$ cat src/rtl/capture_readout_pkg.sv
// Shared definitions for the sample-memory readout path and the capture-side
// delay line, so both agree on sample width and capture latency.
`ifndef DATA_WIDTH
`define DATA_WIDTH 8
`endif

package capture_readout_pkg;

    localparam int CR_DATA_WIDTH = `DATA_WIDTH;

    // Writes between trigger detection and the trigger sample landing in RAM.
    localparam int CR_PIPE_DELAY = 3;

    typedef enum logic [1:0] {
        IDLE   = 2'd0,
        STREAM = 2'd1,
        DRAIN  = 2'd2
    } cr_state_e;

endpackage

$ cat src/rtl/capture_readout_skid_buf.sv
// Two-entry valid/ready buffer between the RAM read port and the output stream.
// An arriving sample bypasses straight to the output when the buffer is empty,
// so back-to-back streaming holds zero entries and runs at one sample per cycle.
module readout_skid_buf #(
    parameter int DATA_WIDTH = 8
) (
    input  logic                  clk,
    input  logic                  rst_n,
    input  logic                  flush_i,
    input  logic                  in_valid_i,
    input  logic [DATA_WIDTH-1:0] in_data_i,
    output logic                  out_valid_o,
    output logic [DATA_WIDTH-1:0] out_data_o,
    input  logic                  out_ready_i,
    output logic [1:0]            count_o
);

    logic [DATA_WIDTH-1:0] e0_q;
    logic [DATA_WIDTH-1:0] e1_q;
    logic [1:0]            cnt_q;
    logic                  empty;
    logic                  push;
    logic                  pop;

    assign empty       = (cnt_q == 2'd0);
    assign out_valid_o = !empty || in_valid_i;
    assign out_data_o  = !empty ? e0_q : (in_valid_i ? in_data_i : '0);
    assign count_o     = cnt_q;

    // Store the incoming sample unless it passes straight through this cycle.
    assign pop  = !empty && out_ready_i;
    assign push = in_valid_i && !(empty && out_ready_i);

    // Entry storage and occupancy; flush discards everything held.
    always_ff @(posedge clk or negedge rst_n) begin
        if (!rst_n) begin
            cnt_q <= 2'd0;
            e0_q  <= '0;
            e1_q  <= '0;
        end else if (flush_i) begin
            cnt_q <= 2'd0;
        end else begin
            case ({push, pop})
                2'b10: begin
                    if (empty) e0_q <= in_data_i;
                    else       e1_q <= in_data_i;
                    cnt_q <= cnt_q + 2'd1;
                end
                2'b01: begin
                    e0_q  <= e1_q;
                    cnt_q <= cnt_q - 2'd1;
                end
                2'b11: begin
                    if (cnt_q == 2'd1) begin
                        e0_q <= in_data_i;
                    end else begin
                        e0_q <= e1_q;
                        e1_q <= in_data_i;
                    end
                end
                default: ;
            endcase
        end
    end

endmodule

$ cat src/rtl/capture_readout.sv
// Reads one full window back from the circular sample RAM after a trigger and
// streams it over valid/ready, starting pre_count samples before the trigger.
//
// state  | meaning
// IDLE   | waiting for start
// STREAM | issuing RAM reads (credit-limited) and streaming samples
// DRAIN  | all reads issued, emptying the buffer until the last beat leaves
module capture_readout
    import capture_readout_pkg::*;
#(
    parameter int DATA_WIDTH = CR_DATA_WIDTH,
    parameter int ADDR_WIDTH = 10,
    parameter int PIPE_DELAY = CR_PIPE_DELAY
) (
    input  logic                  clk,
    input  logic                  reset,
    input  logic                  start,
    input  logic                  abort,
    input  logic [ADDR_WIDTH-1:0] trig_addr,
    input  logic [ADDR_WIDTH-1:0] pre_count,
    output logic                  rd_en,
    output logic [ADDR_WIDTH-1:0] rd_addr,
    input  logic [DATA_WIDTH-1:0] rd_data,
    output logic [DATA_WIDTH-1:0] o_data,
    output logic                  o_valid,
    input  logic                  o_ready,
    output logic                  o_last,
    output logic                  busy,
    output logic                  done
);

    localparam int                DEPTH     = 1 << ADDR_WIDTH;
    localparam logic [ADDR_WIDTH:0] LAST_IDX = (ADDR_WIDTH+1)'(DEPTH - 1);

    cr_state_e             state_q, state_d;
    logic [ADDR_WIDTH-1:0] base_q, base_d;
    logic [ADDR_WIDTH:0]   issued_q, issued_d;
    logic [ADDR_WIDTH:0]   beats_q, beats_d;
    logic                  inflight_q, inflight_d;
    logic                  done_q, done_d;
    logic                  flush;
    logic [1:0]            buf_cnt;
    logic [1:0]            credit;
    logic                  beat;

    assign busy    = (state_q != IDLE);
    assign done    = done_q;
    assign rd_addr = base_q + issued_q[ADDR_WIDTH-1:0];
    assign flush   = abort && (state_q != IDLE);
    assign credit  = buf_cnt + {1'b0, inflight_q};
    assign beat    = o_valid && o_ready;
    assign o_last  = o_valid && (beats_q == LAST_IDX);

    readout_skid_buf #(
        .DATA_WIDTH (DATA_WIDTH)
    ) u_skid (
        .clk         (clk),
        .rst_n       (reset),
        .flush_i     (flush),
        .in_valid_i  (inflight_q),
        .in_data_i   (rd_data),
        .out_valid_o (o_valid),
        .out_data_o  (o_data),
        .out_ready_i (o_ready),
        .count_o     (buf_cnt)
    );

    // Next-state, read issue and window bookkeeping.
    always_comb begin
        state_d    = state_q;
        base_d     = base_q;
        issued_d   = issued_q;
        beats_d    = beats_q;
        done_d     = 1'b0;
        rd_en      = 1'b0;

        if (beat) beats_d = beats_q + 1'b1;

        case (state_q)
            IDLE: begin
                if (start) begin
                    state_d  = STREAM;
                    // pre_count is ADDR_WIDTH bits wide, so it never exceeds
                    // DEPTH-1 and needs no further clamping.
                    base_d   = trig_addr + ADDR_WIDTH'(PIPE_DELAY) - pre_count;
                    issued_d = '0;
                    beats_d  = '0;
                end
            end
            STREAM: begin
                // At most two samples outstanding between RAM and output.
                rd_en = (credit < 2'd2);
                if (rd_en) begin
                    issued_d = issued_q + 1'b1;
                    if (issued_q == LAST_IDX) state_d = DRAIN;
                end
            end
            DRAIN: begin
                if (beat && o_last) begin
                    state_d = IDLE;
                    done_d  = 1'b1;
                end
            end
            default: state_d = IDLE;
        endcase

        inflight_d = rd_en;

        if (flush) begin
            state_d    = IDLE;
            inflight_d = 1'b0;
            done_d     = 1'b0;
        end
    end

    // State and counter registers.
    always_ff @(posedge clk or negedge reset) begin
        if (!reset) begin
            state_q    <= IDLE;
            base_q     <= '0;
            issued_q   <= '0;
            beats_q    <= '0;
            inflight_q <= 1'b0;
            done_q     <= 1'b0;
        end else begin
            state_q    <= state_d;
            base_q     <= base_d;
            issued_q   <= issued_d;
            beats_q    <= beats_d;
            inflight_q <= inflight_d;
            done_q     <= done_d;
        end
    end

endmodule

$ cat config.mk
export PLATFORM = sky130hd
export DESIGN_NAME = capture_readout
export DESIGN_NICKNAME = d
export VERILOG_FILES = /design/src/rtl/capture_readout_pkg.sv /design/src/rtl/capture_readout_skid_buf.sv /design/src/rtl/capture_readout.sv
export SDC_FILE = /design/constraint.sdc
export NUM_CORES = 1
export LEC_CHECK = 0
export CORE_MARGIN = 4
export CORE_UTILIZATION = 55
export CTS_CLUSTER_SIZE = 30
export DETAILED_ROUTE_END_ITERATION = 10
export HOLD_SLACK_MARGIN = 0.02
export PLACE_DENSITY = 0.81
export SYNTH_ARGS = -nofsm -noshare
export SYNTH_HDL_FRONTEND = slang
export SYNTH_SLANG_ARGS = --single-unit
$ cat constraint.sdc
create_clock -name clk -period 5.6 [get_ports clk]
set_input_delay 1.12 -clock clk [delete_from_list [all_inputs] [get_ports clk]]
set_output_delay 1.12 -clock clk [all_outputs]
set_load 0.1 [all_outputs]
### Word-level counts from Yosys, hierarchy flattened

Cells that the tools add are included.
W data, S select, Z words.

| operators by class | value |
|---|---|
| divide/modulo/power cells | 0 |
| bitwise logic cells | 1 |
| add/sub/neg operators | 8 |
| order comparisons | 1 |
| shift operators | 0 |
| muxes and demuxes | 27 |
| equality and inequality tests | 17 |
| reductions and logical operators | 22 |
| $mul | 0 |

Operator list:

| operator | count |
|---|---|
| $mux W11 | 5 |
| $mux W8 | 6 |
| $pmux W8 S3 | 1 |
| $add A11 B1 Y11 const B | 2 |
| $eq A11 B10 Y1 const B | 2 |
| $pmux W11 S2 | 1 |
| $pmux W8 S2 | 1 |
| $mux W2 | 6 |
| $ne A3 B3 Y1 const B | 4 |
| $add A10 B10 Y10 | 1 |
| $add A10 B2 Y10 const B | 1 |
| $sub A10 B10 Y10 | 1 |
| $ne A2 B2 Y1 const B | 4 |
| $reduce_and A4 Y1 | 2 |
| $logic_and A1 B1 Y1 | 7 |
| $eq A2 B1 Y1 const B | 3 |
| $eq A2 B2 Y1 const B | 3 |
| $pmux W2 S3 | 1 |
| $reduce_and A3 Y1 | 2 |
| $reduce_bool A2 Y1 | 3 |
| $reduce_bool A3 Y1 | 2 |
| $mux W1 | 5 |
| $logic_not A2 Y1 | 2 |
| $pmux W2 S2 | 1 |
| other kinds (9) | 10 |

| storage, ports and cells | value |
|---|---|
| memories | 0 |
| input port bits | 33 |
| memory bits (read-only) | 0 |
| latch bits | 0 |
| RAM bits | 0 |
| output and inout bits | 23 |
| logic and storage cells | 85 |
| register bits after elaboration | 54 |

### Depth between registers and ports, before layout

| logic depth | value |
|---|---|
| word-level depth | 8 |
| mapped depth | 9 |
| gate-level depth less buffers | 9 |

### Cells and area by module

Synthesis repeated with hierarchy kept, for this count alone.

| second synthesis, totals | value |
|---|---|
| cell total of the unflattened synthesis | 404 |
| area, all modules | 3,727.3 um^2 |

Modules (own cells, without submodules):

| module | cells an instance | sequential area each (um^2) | times used | area an instance (um^2) |
|---|---|---|---|---|
| capture_readout | 284 | 900.9 | 1 | 2,595.0 |
| readout_skid_buf | 120 | 450.4 | 1 | 1,132.3 |

### Least setup slack after synthesis

Ideal clock, no wire load.

| timing | value |
|---|---|
| kind | register -> output |
| from | register u_skid.cnt_q[0], in the netlist u_skid.count_o[0] |
| to | output port o_last |
| data arrival time | 3.313 ns |
| buffers on the path | 0 |
| slack | 1.167 ns |
| required time | 4.480 ns |
| stages on the path, launching flop included | 6 |
| path through | dfrtp_1 inv_1 ha_1 nand2b_2 nand3_1 nor3_1 |

| on the way | value |
|---|---|
| word-level cells in the longest chain between the ends | 4 |

RTL lines:

| item | line | source |
|---|---|---|
| from (decl) | capture_readout_skid_buf.sv:20 | `logic [1:0] cnt_q;` |
| from (signal assigned) | capture_readout_skid_buf.sv:47 | `cnt_q <= cnt_q + 2'd1;` |
| from (signal assigned) | capture_readout_skid_buf.sv:51 | `cnt_q <= cnt_q - 2'd1;` |
| $logic_not A2 Y1 | capture_readout_skid_buf.sv:25 | `assign empty = (cnt_q == 2'd0);` |
| $logic_not A1 Y1 | capture_readout_skid_buf.sv:26 | `assign out_valid_o = !empty \|\| in_valid_i;` |
| $logic_or A1 B1 Y1 | capture_readout_skid_buf.sv:26 |  |
| via o_valid | capture_readout.sv:25 | `output logic o_valid,` |
| $logic_and A1 B1 Y1 | capture_readout.sv:52 | `assign o_last = o_valid && (beats_q == LAST_IDX);` |
| to (decl) | capture_readout.sv:27 | `output logic o_last,` |

The timed path passes the listed nets, and every way through them passes these cells.

### Worst setup path after layout

| timing | value |
|---|---|
| from | register issued_q[0] |
| to | output port rd_addr[8] |

| on the way | value |
|---|---|
| word-level cells in the longest chain between the ends | 1 |

RTL lines:

| item | line | source |
|---|---|---|
| from (decl) | capture_readout.sv:37 | `logic [ADDR_WIDTH:0] issued_q, issued_d;` |
| from (signal assigned) | capture_readout.sv:128 | `issued_q <= issued_d;` |
| $add A10 B10 Y10 | capture_readout.sv:48 | `assign rd_addr = base_q + issued_q[ADDR_WIDTH-1:0];` |
| to (decl) | capture_readout.sv:22 | `output logic [ADDR_WIDTH-1:0] rd_addr,` |

Every way passes these cells.

==> results.md <==
- Max Clock Freq: 227.5 MHz
- DR iter-0 viols: 201
- Share of cells above drive strength 1: 6.467%
- DR WL/cell: 14.07 um
- EDFF count, synth: 0
- Total Power: 2.238 mW
- Setup crit start kind: flop
- Post-route ant nets: 0
- Int Power: 1.018 mW
- CP endpoint kind: output port
- Initial Utilization: 56.47%
- Most frequent cells in the layout: dfrtp_1, clkdlybuf4s50_1, nor2_1
- Final worst-path cycle share: 78.50%
- Clk network pwr share: 12.2%
- # hold bufs at CTS: 0
- Part of the power in registers: 25.9%
- Worst path slowest cell: clkdlybuf4s50_1
- GP Congestion: 0.8797
- Overflow after GRT: 0
- TritonCTS clock tree: done
- Post-synthesis average cell area: 9.437 um2
- Worst Tran Pin Value: 0.9819 ns
- M2 GR Usage: 32.25%
- Syn_nets: 445
- CP cell instances: ha_1 -> inv_1 -> fa_1 -> nor2b_1 -> o2111ai_1 -> nand3_1 -> o41ai_1 -> xnor2_1 -> clkdlybuf4s50_1
- Pwr/cell area: 520.3 nW/um2
- CTS Buffer Depth: 2
- TritonCTS Sinks: 54
- YS warnings: 0
- Die height: 88.75 um
- Num CTS Buffers: 5
- Setup TNS: 0 ns
- Final worst setup slack: 1.204 ns
- Finish-stage setup viols: 0
- Initial antenna violation count: 0
- Global Route met3 Usage: 2.700%
- Combinational share of power: 61.8%
- Post-CTS resize count: 0
- Clock skew: 0.01708 ns
- Die ar.: 7876 um2
- HP Start: base_q[0]$_DFFE_PN0P_
- Port Buf Inserts: 55
- Synth async-reset ratio: 100.0%
- Postcts setup bufs: 0
- Crit path from: issued_q[0]$_DFFE_PN0P_
- Largest net degree at the start of global routing: 55
- CP Data Required Time: 4.48 ns
- GR Layer Usage met1: 26.79%
- Reg-to-reg critical path startpoint: u_skid.count_o[1]$_DFFE_PN0P_
- First-pass GRT wire length: 12300 um
- Maximum vdd drop: 0.5784 mV
- Static leakage: 1.953 nW
- Die W: 88.75 um
- Worst skew pair latency: 0.32 ns
- Nets: 497
- H-tree Lvls: 2
- Psw: 1.221 mW
- CP Class: flop to output port
- Pre-antenna DRT Iters: 5
- Area grow syn2layout: 19.96%
- Worst relative slew slack: 34.34%
- # rows: 29
- MaxCap Viol Count: 0
- Yosys reg bits: 54
- Vias per Instance: 5.549
- IO Count: 56
- Reg clk slew, reported paths: 0.11 ns
- All-Layer GR Usage: 19.48%
- FF+latch area: 1351 um2
- Slowest stage delay, CP: 1.15 ns
- Syn Std Cell Area: 3586 um2
- Minimum clock period after layout: 4.396 ns
- Hold Path Class: flop to flop
- Vias in the first global route: 2805
- Syn Inst Count: 380
- Seq/Total Area, Yosys: 37.68%
- Ant diodes: 0
- Clk root buf: clkbuf_8
- Post-place setup slack: 1.531 ns
- Fin. max-slew vios: 0
- WL final: 7177 um
- Gr busiest metal: met2
- Status: finished clean
- Hpwl dp: 5489 um
- Final Hold Viols: 0
- Synth cell types: 52
- Sw Share: 54.54%
- DRC Markers: 0
- Critical Path Fanout Max: 5
- R2r setup slk: 3.44 ns
- Multi-input gate area: 2078 um2
- Via count: 2830
- Top_reg_cell synth: dfrtp_1
- Arr. time, crit path: 3.28 ns
- Total core area: 6350 um2
- Layout filler cell count: 498
- RSZ-0062 raised after global routing: no
[final cells by class]
cell class | count | share of cell area [%]
repair buffers | 56 | 12.86
well taps | 77 | 2.240
inverters | 28 | 2.443
multi-input cells | 287 | 48.31
flip-flops and latches | 54 | 31.41
clock buffers | 5 | 1.600
clock inverters | 3 | 1.134
[synth_stat cells, types with 5 or more instances]
cell / count / area (um2)
ha_1: 30 / 375.4
nor2b_1: 5 / 31.28
o21ai_1: 11 / 55.05
xnor2_1: 21 / 183.9
nor4_2: 5 / 62.56
dfrtp_1: 54 / 1351
inv_1: 27 / 101.4
nand2_1: 39 / 146.4
mux2i_1: 11 / 110.1
a21oi_1: 19 / 95.09
a21o_1: 6 / 45.04
mux2_1: 8 / 90.09
xor2_1: 12 / 105.1
nor2_1: 41 / 153.9
nand3_1: 12 / 60.06
clkbuf_1: 7 / 26.28
o21ai_0: 15 / 75.07
[through the flow]
step / cells / utilization [%] / hold WS, ns / instance area [um2]
2_1_floorplan: 380 / - / 0.4523 / 3586
3_3_place_gp: 502 / 65.89 / 0.4678 / 4184
3_5_place_dp: 502 / 65.89 / 0.4787 / 4184
4_1_cts: 510 / 67.74 / 0.5065 / 4302
5_1_grt: 510 / 67.74 / 0.5271 / 4302
6_report: 510 / 67.74 / 0.4997 / 4302
[state kept, by name (all words and copies together), names as in the netlist]
signal / cells
inflight_q: 1
base_q: 10
issued_q: 11
u_skid.e0_q: 8
beats_q: 11
done: 1
u_skid.count_o: 2
state_q: 2
u_skid.e1_q: 8
[cells by family (layout without fill, tap and decap cells)]
| logic type | Yosys count | after routing | synth area share [%] |
|---|---|---|---|
| compound gates | 71 | 71 | 12.46 |
| flops | 54 | 54 | 37.68 |
| buf+inv | 39 | 92 | 4.361 |
| fa+ha+maj | 32 | 32 | 11.58 |
| simple gates | 132 | 132 | 20.27 |
| xor+xnor | 33 | 33 | 8.060 |
| mux | 19 | 19 | 5.583 |
[worst max-delay path: cells and delay by family, from the launching register on]
kind / cells / cell delay (ns)
AND/OR/NAND/NOR: 2 / 0.20
buffers and inverters: 2 / 1.22
flip-flops: 1 / 0.45
AO/OA/AOI/OAI: 2 / 0.52
XOR/XNOR: 1 / 0.16
adder cells (fa/ha/maj): 2 / 0.41
[routing by layer]
metal / wire (um) / up-vias / part of all wire [%]
met2: 3519 / 66 / 49
met1: 3293 / 1348 / 46
met4: 60 / 0 / 0.84
li1: - / 1409 / -
met5: 0 / - / 0
met3: 303 / 7 / 4.2
[path summary, 6_finish.rpt]
path                                              end  cells past startpoint
hold / removal                  base_q[0]$_DFFE_PN0P_                      2
setup / recovery                           rd_addr[8]                      9
setup reg to reg           u_skid.e0_q[0]$_DFFE_PN0P_                      6
hold reg to reg                 base_q[0]$_DFFE_PN0P_                      2
max in group asynchronous        beats_q[8]$_DFF_PN0_                      2
min in group asynchronous  u_skid.e0_q[1]$_DFFE_PN0P_                      2
[power groups by stage]
stage	Sequential (mW)	Clock [mW]	Combinational, mW
after floorplan	0.560	0	1.11
after global placement	0.579	0	1.37
after detailed placement	0.587	0	1.39
after CTS	0.580	0.277	1.39
after global routing	0.594	0.292	1.47
final	0.581	0.274	1.38
Note: power is estimated with default switching activity, not from simulation.
